## config.mk

```make
export PLATFORM = sky130hd
export DESIGN_NAME = multi_byte_alu_seq_flat
export DESIGN_NICKNAME = d
export VERILOG_FILES = /design/src/rtl/multi_byte_alu_seq_if.sv /design/src/rtl/multi_byte_alu_seq.sv /design/src/flat_wrapper.sv
export SDC_FILE = /design/constraint.sdc
export NUM_CORES = 1
export LEC_CHECK = 0
export CAP_MARGIN = 10
export CORE_MARGIN = 5
export CORE_UTILIZATION = 60
export CTS_CLUSTER_SIZE = 25
export DETAILED_ROUTE_END_ITERATION = 10
export DONT_BUFFER_PORTS = 1
export GPL_ROUTABILITY_DRIVEN = 0
export PLACE_DENSITY = 0.88
export SKIP_LAST_GASP = 1
export SYNTH_ARGS = -nofsm -noshare
export SYNTH_HDL_FRONTEND = slang
export SYNTH_SLANG_ARGS = --single-unit
```

## constraint.sdc

```tcl
create_clock -name clk -period 3.7 [get_ports clk]
set_clock_uncertainty 0.2 [all_clocks]
set_input_delay 0.555 -clock clk [delete_from_list [all_inputs] [get_ports clk]]
set_output_delay 0.555 -clock clk [all_outputs]
set_load 0.005 [all_outputs]
```

## src/rtl/multi_byte_alu_seq_if.sv

```systemverilog
// Control-side bundle for the byte-serial multi-precision ALU.
// Handshake: start is sampled only while busy=0; an accepted start raises busy on the next
// cycle, done pulses for one cycle as result/flags become valid, and busy falls after done.
interface multi_byte_alu_seq_if #(
  parameter int DATA_WIDTH = 8,
  parameter int MAX_BYTES  = 4,
  parameter int LEN_W      = $clog2(MAX_BYTES + 1)
);
  logic                              start;
  logic [1:0]                        op;
  logic [LEN_W-1:0]                  len;
  logic                              carry_in;
  logic [DATA_WIDTH*MAX_BYTES-1:0]   operand_a;
  logic [DATA_WIDTH*MAX_BYTES-1:0]   operand_b;
  logic                              busy;
  logic                              done;
  logic                              error;
  logic [DATA_WIDTH*MAX_BYTES-1:0]   result;
  logic                              flag_zero;
  logic                              flag_negative;
  logic                              flag_carry;
  logic                              flag_overflow;

  modport master (
    output start, op, len, carry_in, operand_a, operand_b,
    input  busy, done, error, result, flag_zero, flag_negative, flag_carry, flag_overflow
  );

  modport slave (
    input  start, op, len, carry_in, operand_a, operand_b,
    output busy, done, error, result, flag_zero, flag_negative, flag_carry, flag_overflow
  );
endinterface

```

## src/rtl/multi_byte_alu_seq.sv

```systemverilog
// Byte-serial ADD/ADC/SUB/SBC engine: one DATA_WIDTH beat per clock, LSB first, carry chained,
// with Z/N/C/V covering the whole active operand length.
module multi_byte_alu_seq #(
  parameter int DATA_WIDTH = 8,
  parameter int MAX_BYTES  = 4,
  parameter int LEN_W      = $clog2(MAX_BYTES + 1)
) (
  input  logic                 clk,
  input  logic                 reset,
  multi_byte_alu_seq_if.slave  bus,
  output logic [1:0]           dbg_state
);

  localparam int               TOTAL_W = DATA_WIDTH * MAX_BYTES;
  localparam logic [LEN_W-1:0] MAX_LEN = LEN_W'(MAX_BYTES);

  typedef enum logic [1:0] {
    S_IDLE = 2'd0,
    S_RUN  = 2'd1,
    S_DONE = 2'd2
  } state_t;

  state_t               state;
  logic                 sub_q;
  logic [LEN_W-1:0]     len_q;
  logic [LEN_W-1:0]     idx;
  logic [TOTAL_W-1:0]   a_q;
  logic [TOTAL_W-1:0]   b_q;
  logic [TOTAL_W-1:0]   acc;
  logic                 carry_q;
  logic                 zero_q;

  logic [DATA_WIDTH-1:0] a_beat;
  logic [DATA_WIDTH-1:0] b_eff;
  logic [DATA_WIDTH:0]   sum;
  logic [TOTAL_W-1:0]    acc_next;
  logic                  last_beat;
  logic                  beat_zero;
  logic                  len_ok;

  assign dbg_state = state;
  assign len_ok    = (bus.len != '0) && (bus.len <= MAX_LEN);

  // Subtraction is a + ~b + carry, so the same adder serves all four ops.
  always_comb begin
    a_beat    = a_q[idx*DATA_WIDTH +: DATA_WIDTH];
    b_eff     = b_q[idx*DATA_WIDTH +: DATA_WIDTH] ^ {DATA_WIDTH{sub_q}};
    sum       = {1'b0, a_beat} + {1'b0, b_eff} + {{DATA_WIDTH{1'b0}}, carry_q};
    acc_next  = acc;
    acc_next[idx*DATA_WIDTH +: DATA_WIDTH] = sum[DATA_WIDTH-1:0];
    last_beat = (idx == len_q - LEN_W'(1));
    beat_zero = (sum[DATA_WIDTH-1:0] == '0);
  end

  always_ff @(posedge clk or negedge reset) begin
    if (!reset) begin
      state             <= S_IDLE;
      sub_q             <= 1'b0;
      len_q             <= '0;
      idx               <= '0;
      a_q               <= '0;
      b_q               <= '0;
      acc               <= '0;
      carry_q           <= 1'b0;
      zero_q            <= 1'b0;
      bus.busy          <= 1'b0;
      bus.done          <= 1'b0;
      bus.error         <= 1'b0;
      bus.result        <= '0;
      bus.flag_zero     <= 1'b0;
      bus.flag_negative <= 1'b0;
      bus.flag_carry    <= 1'b0;
      bus.flag_overflow <= 1'b0;
    end else begin
      bus.done  <= 1'b0;
      bus.error <= 1'b0;
      case (state)
        S_IDLE: begin
          if (bus.start) begin
            if (len_ok) begin
              sub_q    <= bus.op[1];
              len_q    <= bus.len;
              a_q      <= bus.operand_a;
              b_q      <= bus.operand_b;
              // ADD=0, ADC=carry_in, SUB=1 (no borrow), SBC=carry_in
              carry_q  <= bus.op[0] ? bus.carry_in : bus.op[1];
              acc      <= '0;
              idx      <= '0;
              zero_q   <= 1'b1;
              bus.busy <= 1'b1;
              state    <= S_RUN;
            end else begin
              bus.error <= 1'b1;
            end
          end
        end
        S_RUN: begin
          acc     <= acc_next;
          carry_q <= sum[DATA_WIDTH];
          zero_q  <= zero_q & beat_zero;
          if (last_beat) begin
            // Final beat: publish result and flags together with done.
            bus.result        <= acc_next;
            bus.flag_zero     <= zero_q & beat_zero;
            bus.flag_negative <= sum[DATA_WIDTH-1];
            bus.flag_carry    <= sum[DATA_WIDTH];
            bus.flag_overflow <= (a_beat[DATA_WIDTH-1] == b_eff[DATA_WIDTH-1]) &&
                                 (sum[DATA_WIDTH-1] != a_beat[DATA_WIDTH-1]);
            bus.done          <= 1'b1;
            state             <= S_DONE;
          end else begin
            idx <= idx + LEN_W'(1);
          end
        end
        S_DONE: begin
          bus.busy <= 1'b0;
          state    <= S_IDLE;
        end
        default: begin
          bus.busy <= 1'b0;
          state    <= S_IDLE;
        end
      endcase
    end
  end

endmodule

```

## src/flat_wrapper.sv

```systemverilog
// flat-port wrapper written by rule: the top's interface ports become plain ports
module multi_byte_alu_seq_flat 
#(
  parameter int DATA_WIDTH = 8,
  parameter int MAX_BYTES  = 4,
  parameter int LEN_W      = $clog2(MAX_BYTES + 1)
)
  (clk, reset, dbg_state, bus_start, bus_op, bus_len, bus_carry_in, bus_operand_a, bus_operand_b, bus_busy, bus_done, bus_error, bus_result, bus_flag_zero, bus_flag_negative, bus_flag_carry, bus_flag_overflow);
  multi_byte_alu_seq_if #(.DATA_WIDTH(DATA_WIDTH), .MAX_BYTES(MAX_BYTES), .LEN_W(LEN_W)) bus_i ();
  input  logic clk;
  input  logic reset;
  output logic [1:0] dbg_state;
  input wire logic [$bits(bus_i.start)-1:0] bus_start;
  input wire logic [$bits(bus_i.op)-1:0] bus_op;
  input wire logic [$bits(bus_i.len)-1:0] bus_len;
  input wire logic [$bits(bus_i.carry_in)-1:0] bus_carry_in;
  input wire logic [$bits(bus_i.operand_a)-1:0] bus_operand_a;
  input wire logic [$bits(bus_i.operand_b)-1:0] bus_operand_b;
  output wire logic [$bits(bus_i.busy)-1:0] bus_busy;
  output wire logic [$bits(bus_i.done)-1:0] bus_done;
  output wire logic [$bits(bus_i.error)-1:0] bus_error;
  output wire logic [$bits(bus_i.result)-1:0] bus_result;
  output wire logic [$bits(bus_i.flag_zero)-1:0] bus_flag_zero;
  output wire logic [$bits(bus_i.flag_negative)-1:0] bus_flag_negative;
  output wire logic [$bits(bus_i.flag_carry)-1:0] bus_flag_carry;
  output wire logic [$bits(bus_i.flag_overflow)-1:0] bus_flag_overflow;
  assign bus_i.start = bus_start;
  assign bus_i.op = bus_op;
  assign bus_i.len = bus_len;
  assign bus_i.carry_in = bus_carry_in;
  assign bus_i.operand_a = bus_operand_a;
  assign bus_i.operand_b = bus_operand_b;
  assign bus_busy = bus_i.busy;
  assign bus_done = bus_i.done;
  assign bus_error = bus_i.error;
  assign bus_result = bus_i.result;
  assign bus_flag_zero = bus_i.flag_zero;
  assign bus_flag_negative = bus_i.flag_negative;
  assign bus_flag_carry = bus_i.flag_carry;
  assign bus_flag_overflow = bus_i.flag_overflow;
  multi_byte_alu_seq #(.DATA_WIDTH(DATA_WIDTH), .MAX_BYTES(MAX_BYTES), .LEN_W(LEN_W)) u_core (.clk(clk), .reset(reset), .bus(bus_i), .dbg_state(dbg_state));
endmodule
```

==> flow_metrics.py <==
metrics = {
    "outcome": {
        "status": "finished, violations left",
        "failed_checks": "negative hold slack",
    },
    "sta": {
        "hold_slack_ns": -0.3743,
        "fin_ws_ns": 0.2243,
        "worst_slew_pin_slew_ns": 0.7589,
        "fin_crit_sh_pct": 93.94,
        "fin_crit_ns": 3.476,
        "slew_headroom_pct": 49.30,
        "setup_viol": 0,
        "fmax_ghz": 0.2877,
        "rsz0062_at_grt": "false",
        "tns_ns": 0,
        "hold_viol_final": 146,
        "slew_viol_final": 0,
    },
    "routing": {
        "first_pass_iters": 5,
        "routedWlPerCell_um": 20.74,
        "drtIter0Drc": 320,
        "antenna_left": 0,
        "num_vias": 4576,
        "drc": 0,
        "viasPerCell": 6.167,
        "drt_wl_total_mm": 15.39,
    },
    "layout": {
        "diodes": 0,
        "drive_above_1_share_pct": 23.87,
        "finalNonFillerCells": 742,
        "layout_commonest_cell": "dfrtp_1",
        "area_delta_synth_final_pct": 9.508,
        "layout_common_cells": "dfrtp_1 (145), nand2_1 (98), o21ai_0 (64), mux2_2 (60), a22oi_1 (23)",
        "nets": 675,
        "final_util_pct": 66.77,
    },
    "setup_path": {
        "crit_type": "reg -> reg",
        "reg2reg_depth": 11,
        "path_max_fanout": 5,
        "crit_arrival_ns": 3.62,
        "crit_path_end_kind": "flip-flop",
        "critPathRequiredTime_ns": 3.84,
        "start_kind": "flip-flop",
    },
    "yosys": {
        "synthCells": 587,
        "syn_area_per_cell_um2": 11.86,
        "ys_warn_count": 0,
        "synth_ff_type": "dfrtp_1",
        "synth.distinct_cells": 55,
        "ys_top_cells_by_area": "dfrtp_1 (52%), mux2_2 (9.7%), nand2_1 (5.3%)",
        "synth_nets": 676,
        "async_flop_share_pct": 100.0,
        "ys_seq_area_share_pct": 52.48,
        "synth_top_area_share_pct": 52.48,
        "synth-seq-cells": 146,
        "synth_edf_count": 0,
        "synth_area_leader_cell": "dfrtp_1",
        "synth_area_mm2": 0.006962,
    },
    "clocking": {
        "clock_path_buffers": 2,
        "cts_tree": "done",
        "h-tree-depth": 4,
        "clkLatencyLatePin_ns": 0.43,
        "cts_setup_buffers": 0,
        "clkSinkCount": 146,
        "clock-root-buffer": "clkbuf_16",
        "clk_pin_slew_ns": 0.06,
        "numCtsBuffers": 17,
    },
    "floorplan": {
        "die_area_mm2": 0.01386,
        "initial_utilization_pct": 60.97,
        "ios": 114,
        "num_rows": 39,
        "die_width_um": 117.7,
        "core_region_area_mm2": 0.01142,
        "die_h_um": 117.7,
    },
    "global_route": {
        "antenna_found_initial": 0,
        "grt_pass1_wl_mm": 25.27,
        "grt_pass1_vias": 4851,
        "grt_overflow_total": 0,
        "gr-usage-all-layers_pct": 23.01,
        "grt_start_max_net_pins": 147,
    },
    "place": {
        "port_buffers": 0,
        "dp_hpwl_mm": 10.94,
        "dp.cells": 710,
        "post-place-ws_ns": 0.1904,
    },
    "job": {
        "cap_violations": 0,
    },
    "min_path": {
        "holdCritPathClass": "in -> async",
    },
}
through the flow:
step	cell area (µm²)	hold slack, ns
after global placement	6998	0.06274
after global routing	7624	-0.4023
final	7624	-0.3743
after detailed placement	6998	0.06276
after CTS	7596	-0.3951
after floorplan	6962	0.05941
worst max-delay path, cell delays in order (launching register included):
cell	delay (ns)
dfrtp_2	0.44
mux4_2	0.51
nand2_1	0.09
xor2_1	0.10
fa_1	0.46
fa_1	0.46
nor2b_2	0.17
o2111ai_1	0.12
nand2_1	0.23
xor2_2	0.30
a22oi_1	0.16
o21ai_1	0.17
cell families after synthesis:
logic type | synth area share [%]
muxes | 16.86
AOI/OAI and AO/OA | 11.00
buffers and inverters | 3.612
xor gates and xnor gates | 3.127
DFF | 52.48
and+or+nand+nor | 9.831
adders and majority gates | 3.091
metal layers:
layer | routed length (µm) | GRT usage [%]
met1 | 5947 | 27.74
met2 | 7542 | 36.70
met3 | 1556 | 9.515
met4 | 341 | 9.391
met5 | 0 | 0
synth_stat cells (3+ instances only):
cell type	number
a21oi_1	15
a22oi_1	23
and2_1	7
buf_2	10
buf_4	7
buf_6	3
clkbuf_1	4
dfrtp_1	146
ha_1	14
inv_1	14
mux2_2	60
mux2_4	8
mux2i_1	4
mux4_2	15
nand2_1	98
nand3_1	3
nand4_1	3
nor2_1	11
nor2b_1	3
o21ai_0	64
o21ai_1	10
xnor2_1	14
xor2_1	9
layout make-up:
class | count | area [µm²]
flip-flops and latches | 146 | 3655
inverters | 15 | 56.30
multi-input cells | 399 | 3079
fillers | 816 | 3795
clock inverters | 15 | 172.7
clock buffers | 17 | 425.4
repair buffers | 7 | 56.30
well taps | 143 | 178.9
timing repair:
item                       CTS  global route
setup endpoints to repair    0             8
hold endpoints to repair   146           146
gates resized for setup      0             5
state kept, by name, indices dropped and copies added (netlist names):
signal                    cells
u_core.idx                    3
u_core.bus.flag_zero          1
u_core.zero_q                 1
u_core.acc                   32
u_core.bus.done               1
u_core.len_q                  3
u_core.sub_q                  1
u_core.bus.flag_negative      1
u_core.bus.flag_carry         1
u_core.b_q                   32
u_core.bus.error              1
u_core.a_q                   32
u_core.bus.result            32
u_core.bus.busy               1
u_core.dbg_state              2
u_core.carry_q                1
u_core.bus.flag_overflow      1
path summary, 6_finish.rpt:
check | startpoint | to | slack [ns]
max | u_core.idx[0]$_DFFE_PN0P_ | u_core.bus.result[22]$_DFFE_PN0P_ | 0.22
min reg2reg | u_core.acc[8]$_DFFE_PN0P_ | u_core.acc[8]$_DFFE_PN0P_ | 0.29
min | reset | u_core.bus.result[24]$_DFFE_PN0P_ | -0.37
min in group clk | bus_len[0] | u_core.len_q[2]$_DFFE_PN0P_ | 0.04
max in group asynchronous | reset | u_core.idx[0]$_DFFE_PN0P_ | 3.45
max reg2reg | u_core.idx[0]$_DFFE_PN0P_ | u_core.bus.result[22]$_DFFE_PN0P_ | 0.22
Power is not shown: default switching activity piles up to over one toggle a cycle in this logic, so the estimate is an artifact.
